--- src/rtl/fp_norm_pkg.sv ---
// Shared types for the FP normalizer pipeline: stage-1 capture record and
// stage-2 result record, sized for the default datapath configuration.
package fp_norm_pkg;

  localparam int FP_WIDTH = 24;
  localparam int FP_EW    = 8;
  localparam int FP_CW    = $clog2(FP_WIDTH + 1);

  typedef struct packed {
    logic [FP_WIDTH-1:0] mant;
    logic [FP_EW-1:0]    exp;
    logic [FP_CW-1:0]    cnt;
  } fp_norm_s1_t;

  typedef struct packed {
    logic [FP_WIDTH-1:0] mant;
    logic [FP_EW-1:0]    exp;
    logic                zero;
    logic                subnorm;
  } fp_norm_res_t;

  function automatic int max_int(input int a, input int b);
    return (a > b) ? a : b;
  endfunction

endpackage

--- src/rtl/fp_norm_pipe_lzc.sv ---
// Combinational leading-zero counter; an all-zero input reports WIDTH.
module norm_lzc
  import fp_norm_pkg::*;
#(
  parameter  int WIDTH = FP_WIDTH,
  localparam int CW    = $clog2(WIDTH + 1)
) (
  input  logic [WIDTH-1:0] mant,
  output logic [CW-1:0]    cnt
);

  // Scanning upward lets the highest set bit make the final assignment.
  always_comb begin
    cnt = CW'(WIDTH);
    for (int i = 0; i < WIDTH; i++) begin
      if (mant[i]) cnt = CW'(WIDTH - 1 - i);
    end
  end

endmodule

--- src/rtl/fp_norm_pipe.sv ---
// Two-stage mantissa normalizer with valid/ready handshakes on both sides;
// the shift is clamped so the exponent bottoms out at 1 (subnormal result).
module fp_norm_pipe
  import fp_norm_pkg::*;
#(
  parameter  int WIDTH = FP_WIDTH,
  parameter  int EW    = FP_EW,
  localparam int CW    = $clog2(WIDTH + 1)
) (
  input  logic             clk,
  input  logic             reset_n,
  input  logic             in_valid,
  output logic             in_ready,
  input  logic [WIDTH-1:0] in_mant,
  input  logic [EW-1:0]    in_exp,
  output logic             out_valid,
  input  logic             out_ready,
  output logic [WIDTH-1:0] out_mant,
  output logic [EW-1:0]    out_exp,
  output logic             out_zero,
  output logic             out_subnorm
);

  // Wide enough that exp-1 and the zero count compare without wrapping.
  localparam int MW = max_int(EW, CW) + 1;

  typedef struct packed {
    logic [WIDTH-1:0] mant;
    logic [EW-1:0]    exp;
    logic [CW-1:0]    cnt;
  } s1_t;

  typedef struct packed {
    logic [WIDTH-1:0] mant;
    logic [EW-1:0]    exp;
    logic             zero;
    logic             subnorm;
  } res_t;

  s1_t           s1_q;
  res_t          s2_q;
  res_t          res_d;
  logic          s1_valid;
  logic          s2_valid;
  logic          s1_adv;
  logic          s2_adv;
  logic [CW-1:0] in_cnt;
  logic [MW-1:0] exp_ext;
  logic [MW-1:0] cnt_ext;
  logic [MW-1:0] lim;
  logic [MW-1:0] shift;

  norm_lzc #(.WIDTH(WIDTH)) u_lzc (
    .mant (in_mant),
    .cnt  (in_cnt)
  );

  assign s2_adv   = ~s2_valid | out_ready;
  assign s1_adv   = ~s1_valid | s2_adv;
  assign in_ready = s1_adv;

  always_ff @(posedge clk or negedge reset_n) begin
    if (!reset_n) begin
      s1_valid <= 1'b0;
      s1_q     <= '0;
    end else if (s1_adv) begin
      s1_valid <= in_valid;
      if (in_valid) s1_q <= '{mant: in_mant, exp: in_exp, cnt: in_cnt};
    end
  end

  always_comb begin
    exp_ext = MW'(s1_q.exp);
    cnt_ext = MW'(s1_q.cnt);
    lim     = exp_ext - MW'(1);
    shift   = '0;
    res_d   = '0;
    if (s1_q.mant == '0) begin
      res_d.zero = 1'b1;
    end else begin
      if (s1_q.exp != '0) shift = (cnt_ext < lim) ? cnt_ext : lim;
      res_d.mant    = s1_q.mant << shift;
      res_d.exp     = s1_q.exp - EW'(shift);
      res_d.subnorm = ~res_d.mant[WIDTH-1];
    end
  end

  always_ff @(posedge clk or negedge reset_n) begin
    if (!reset_n) begin
      s2_valid <= 1'b0;
      s2_q     <= '0;
    end else if (s2_adv) begin
      s2_valid <= s1_valid;
      if (s1_valid) s2_q <= res_d;
    end
  end

  assign out_valid   = s2_valid;
  assign out_mant    = s2_q.mant;
  assign out_exp     = s2_q.exp;
  assign out_zero    = s2_q.zero;
  assign out_subnorm = s2_q.subnorm;

endmodule

--- config.mk ---
export PLATFORM = sky130hd
export DESIGN_NAME = fp_norm_pipe
export DESIGN_NICKNAME = d
export VERILOG_FILES = /design/src/rtl/fp_norm_pkg.sv /design/src/rtl/fp_norm_pipe_lzc.sv /design/src/rtl/fp_norm_pipe.sv
export SDC_FILE = /design/constraint.sdc
export NUM_CORES = 1
export LEC_CHECK = 0
export ABC_AREA = 1
export CAP_MARGIN = 5
export CORE_MARGIN = 2
export CORE_UTILIZATION = 50
export CTS_CLUSTER_DIAMETER = 100
export DETAILED_ROUTE_END_ITERATION = 10
export HOLD_SLACK_MARGIN = 0.02
export PLACE_DENSITY = 0.75
export SYNTH_ARGS = -nofsm -noshare
export SYNTH_HDL_FRONTEND = slang
export SYNTH_HIERARCHICAL = 1
export SYNTH_SLANG_ARGS = --single-unit
--- constraint.sdc ---
create_clock -name clk -period 11.45 [get_ports clk]
set_input_delay 3.435 -clock clk [delete_from_list [all_inputs] [get_ports clk]]
set_output_delay 3.435 -clock clk [all_outputs]
set_load 0.005 [all_outputs]
==> flow_metrics.env <==
export IMPL_status="complete, no violations"
export IMPL_dieArea_mm2=0.0110
export IMPL_grt_pass1_vias=4778
export IMPL_ys_flop_type="dfrtp_1"
export IMPL_yosysWarnings=6
export IMPL_synth_area_mm2=0.00508
export IMPL_holdBufCountCts=0
export IMPL_syn_area_per_cell_um2=6.78
export IMPL_maxSlewViolCount=0
export IMPL_ctsResizeCount=0
export IMPL_gp_congestion=0.889
export IMPL_tightest_slew_ns=0.891
export IMPL_rsz0062_at_grt="no"
export IMPL_endpoint_kind="output pin"
export IMPL_setup_viol=0
export IMPL_first_pass_iters=5
export IMPL_clock_latency_ns=0.36
export IMPL_wl_met1_mm=6.17
export IMPL_cts_root_buf="clkbuf_8"
export IMPL_numCtsBuffers=9
export IMPL_cp_required_ns=8.02
export IMPL_final_area_mm2=0.00604
export IMPL_max_cap_viol_count=0
export IMPL_post_route_drc_count=0
export IMPL_peakVddDrop_v=0.0000709
export IMPL_grt_pass1_wl_mm=22.4
export IMPL_total_power_mw=1.10
export IMPL_initial_core_util=0.518
export IMPL_clk_pin_slew_ns=0.07
export IMPL_cts_tree="built"
export IMPL_cp_max_fo=3
export IMPL_wl_per_cell_um=13.8
export IMPL_clock_path_buffers=2
export IMPL_portBuffers=71
export IMPL_cts_setup_buffers=0
export IMPL_ys_async_sr_fraction=1.00
export IMPL_fin_crit_sh=0.701
export IMPL_dr_total_vias=5160
export IMPL_drive_gt1_frac=0.0728
export IMPL_cp_arrival_ns=4.59
export IMPL_die_w_um=105
export IMPL_cellLeakagePower_nw=3.05
export IMPL_stdcell_count=943
export IMPL_synthCells=750
export IMPL_synth_edf_count=0
export IMPL_synth_top_area_cell="dfrtp_1"
export IMPL_postPlaceCellArea_mm2=0.00581
export IMPL_synthMuxAreaShare=0.00443
export IMPL_wl_mm=13.0
export IMPL_htreeDepth=3
export IMPL_ys_seq_area_frac=0.359
export IMPL_wl_met3_um=871
export IMPL_synth_top_family_by_area="simple AND/OR/NAND/NOR gates"
export IMPL_synth_ff_latch_count=73
export IMPL_grt_util_all_layers=0.246
export IMPL_worstSetupStartpointType="input pin"
export IMPL_diodes=0
export IMPL_regArea_mm2=0.00183
export IMPL_max_freq_mhz=125
export IMPL_grt_max_degree=74
export IMPL_multi_input_area_mm2=0.00280
export IMPL_synth_compound_area_frac=0.0982
export IMPL_rows=36
export IMPL_ant_nets=0
export IMPL_finalHoldViolations=0
export IMPL_highest_layer="met4"
export IMPL_power_density_mw_per_mm2=182
export IMPL_slew_headroom=0.406
export IMPL_synth_simple_gate_area_share=0.402
export IMPL_io_pins=72
export IMPL_clock_skew_ns=0.00876
export IMPL_cts_sinks=73
export IMPL_viasPerCell=5.47
export IMPL_synthDistinctLibCells=40
export IMPL_antenna_found_initial=0
export IMPL_drt_iter0_drc=422
export IMPL_coreArea_mm2=0.00982
export IMPL_r2r_setup_slack_ns=6.38
export IMPL_wl_met2_mm=5.79
export IMPL_syn_to_final_growth_pct=18.8
export IMPL_yosysTopAreaCellShare=0.359
export IMPL_critPathKind="input pin to output pin"
export IMPL_hpwl_mm=9.70
export IMPL_overflow=0
export IMPL_synth_area_leaders="dfrtp_1 (36%), nand2_1 (16%), nand3_1 (13%), inv_1 (5.1%), a21oi_1 (4.5%)"
export IMPL_min_period_ns=8.02
export IMPL_hold_ws_ns=0.483
export IMPL_dp_cells=927
export IMPL_synth_xor_area_share=0.00689
export IMPL_die_height_um=105
export IMPL_nets=855
export IMPL_fill_cells=952
export IMPL_hold_path_class="flop to flop"
export IMPL_final_setup_tns_ns=0
export IMPL_synth_fa_ha_area_frac=0.0359
layout make-up:
class / count / share of cell area
Tap cell: 133 / 0.0275
Sequential cell: 73 / 0.302
Clock inverter: 5 / 0.0128
Timing Repair Buffer: 74 / 0.121
Clock buffer: 11 / 0.0251
Multi-Input combinational cell: 569 / 0.463
Inverter: 78 / 0.0489
final timing paths:
check | cells past startpoint | from | to
max | 4 | out_ready | in_ready
max reg2reg | 28 | exp_ext[0] | out_exp[7]
min reg2reg | 2 | out_mant[8] | out_mant[8]
min in group asynchronous | 2 | reset_n | out_exp[6]
min | 2 | out_mant[8] | out_mant[8]
max in group asynchronous | 2 | reset_n | s1_q[19]
flip-flops by register name, indices dropped and copies added (netlist names):
| signal | cells |
|---|---|
| exp_ext | 8 |
| out_zero | 1 |
| out_valid | 1 |
| out_subnorm | 1 |
| s1_valid | 1 |
| out_mant | 24 |
| out_exp | 8 |
| cnt_ext | 5 |
| s1_q | 24 |
where the power goes:
part / internal, mW / switching (mW) / leakage [nW]
sequential: 0.327 / 0.0446 / 0.867
combinational: 0.215 / 0.286 / 2.07
clock: 0.134 / 0.0963 / 0.115
total: 0.676 / 0.427 / 3.05
worst max-delay path: stages:
cell             delay [ns]
clkdlybuf4s50_1        0.45
inv_1                  0.05
nand3_1                0.12
clkdlybuf4s50_1        0.52
synthesized netlist by cell type (all sizes together) (5+ instances only):
cell and instances:
inv 78, dfrtp 73, nor4 5, buf 17, a21oi 47, o211ai 5
nor3 6, nor2 68, ha 13, nand3 143, nand2 224, clkbuf 14
nand4 8, o21ai 31
kinds of logic after synthesis:
logic type / after synthesis
AND/OR/NAND/NOR: 456
buffers and inverters: 109
AO/OA/AOI/OAI: 91
flip-flops: 73
adder cells (fa/ha/maj): 14
XOR/XNOR: 4
multiplexers: 2
other: 1
routing by layer:
metal  up-vias  GRT usage
met5         -          0
met4         0     0.0800
met3        14     0.0306
met2       209      0.384
met1      2373      0.356
li1       2564          -
metrics by stage:
step	util	setup slack (ns)
after floorplan	-	4.43
after global placement	0.592	3.46
after detailed placement	0.592	3.42
after CTS	0.615	3.42
after global routing	0.615	3.37
final	0.615	3.43
placed cells by master, fill, tap and decap left out, types with 12 or more instances in the layout:
cell type	n
nand2_1	218
o21ai_0	18
o21ai_1	12
dfrtp_1	73
clkdlybuf4s50_1	70
inv_1	69
nor2_1	61
ha_1	13
nand3_1	133
a21oi_1	46
(Power assumes the default switching activity.)
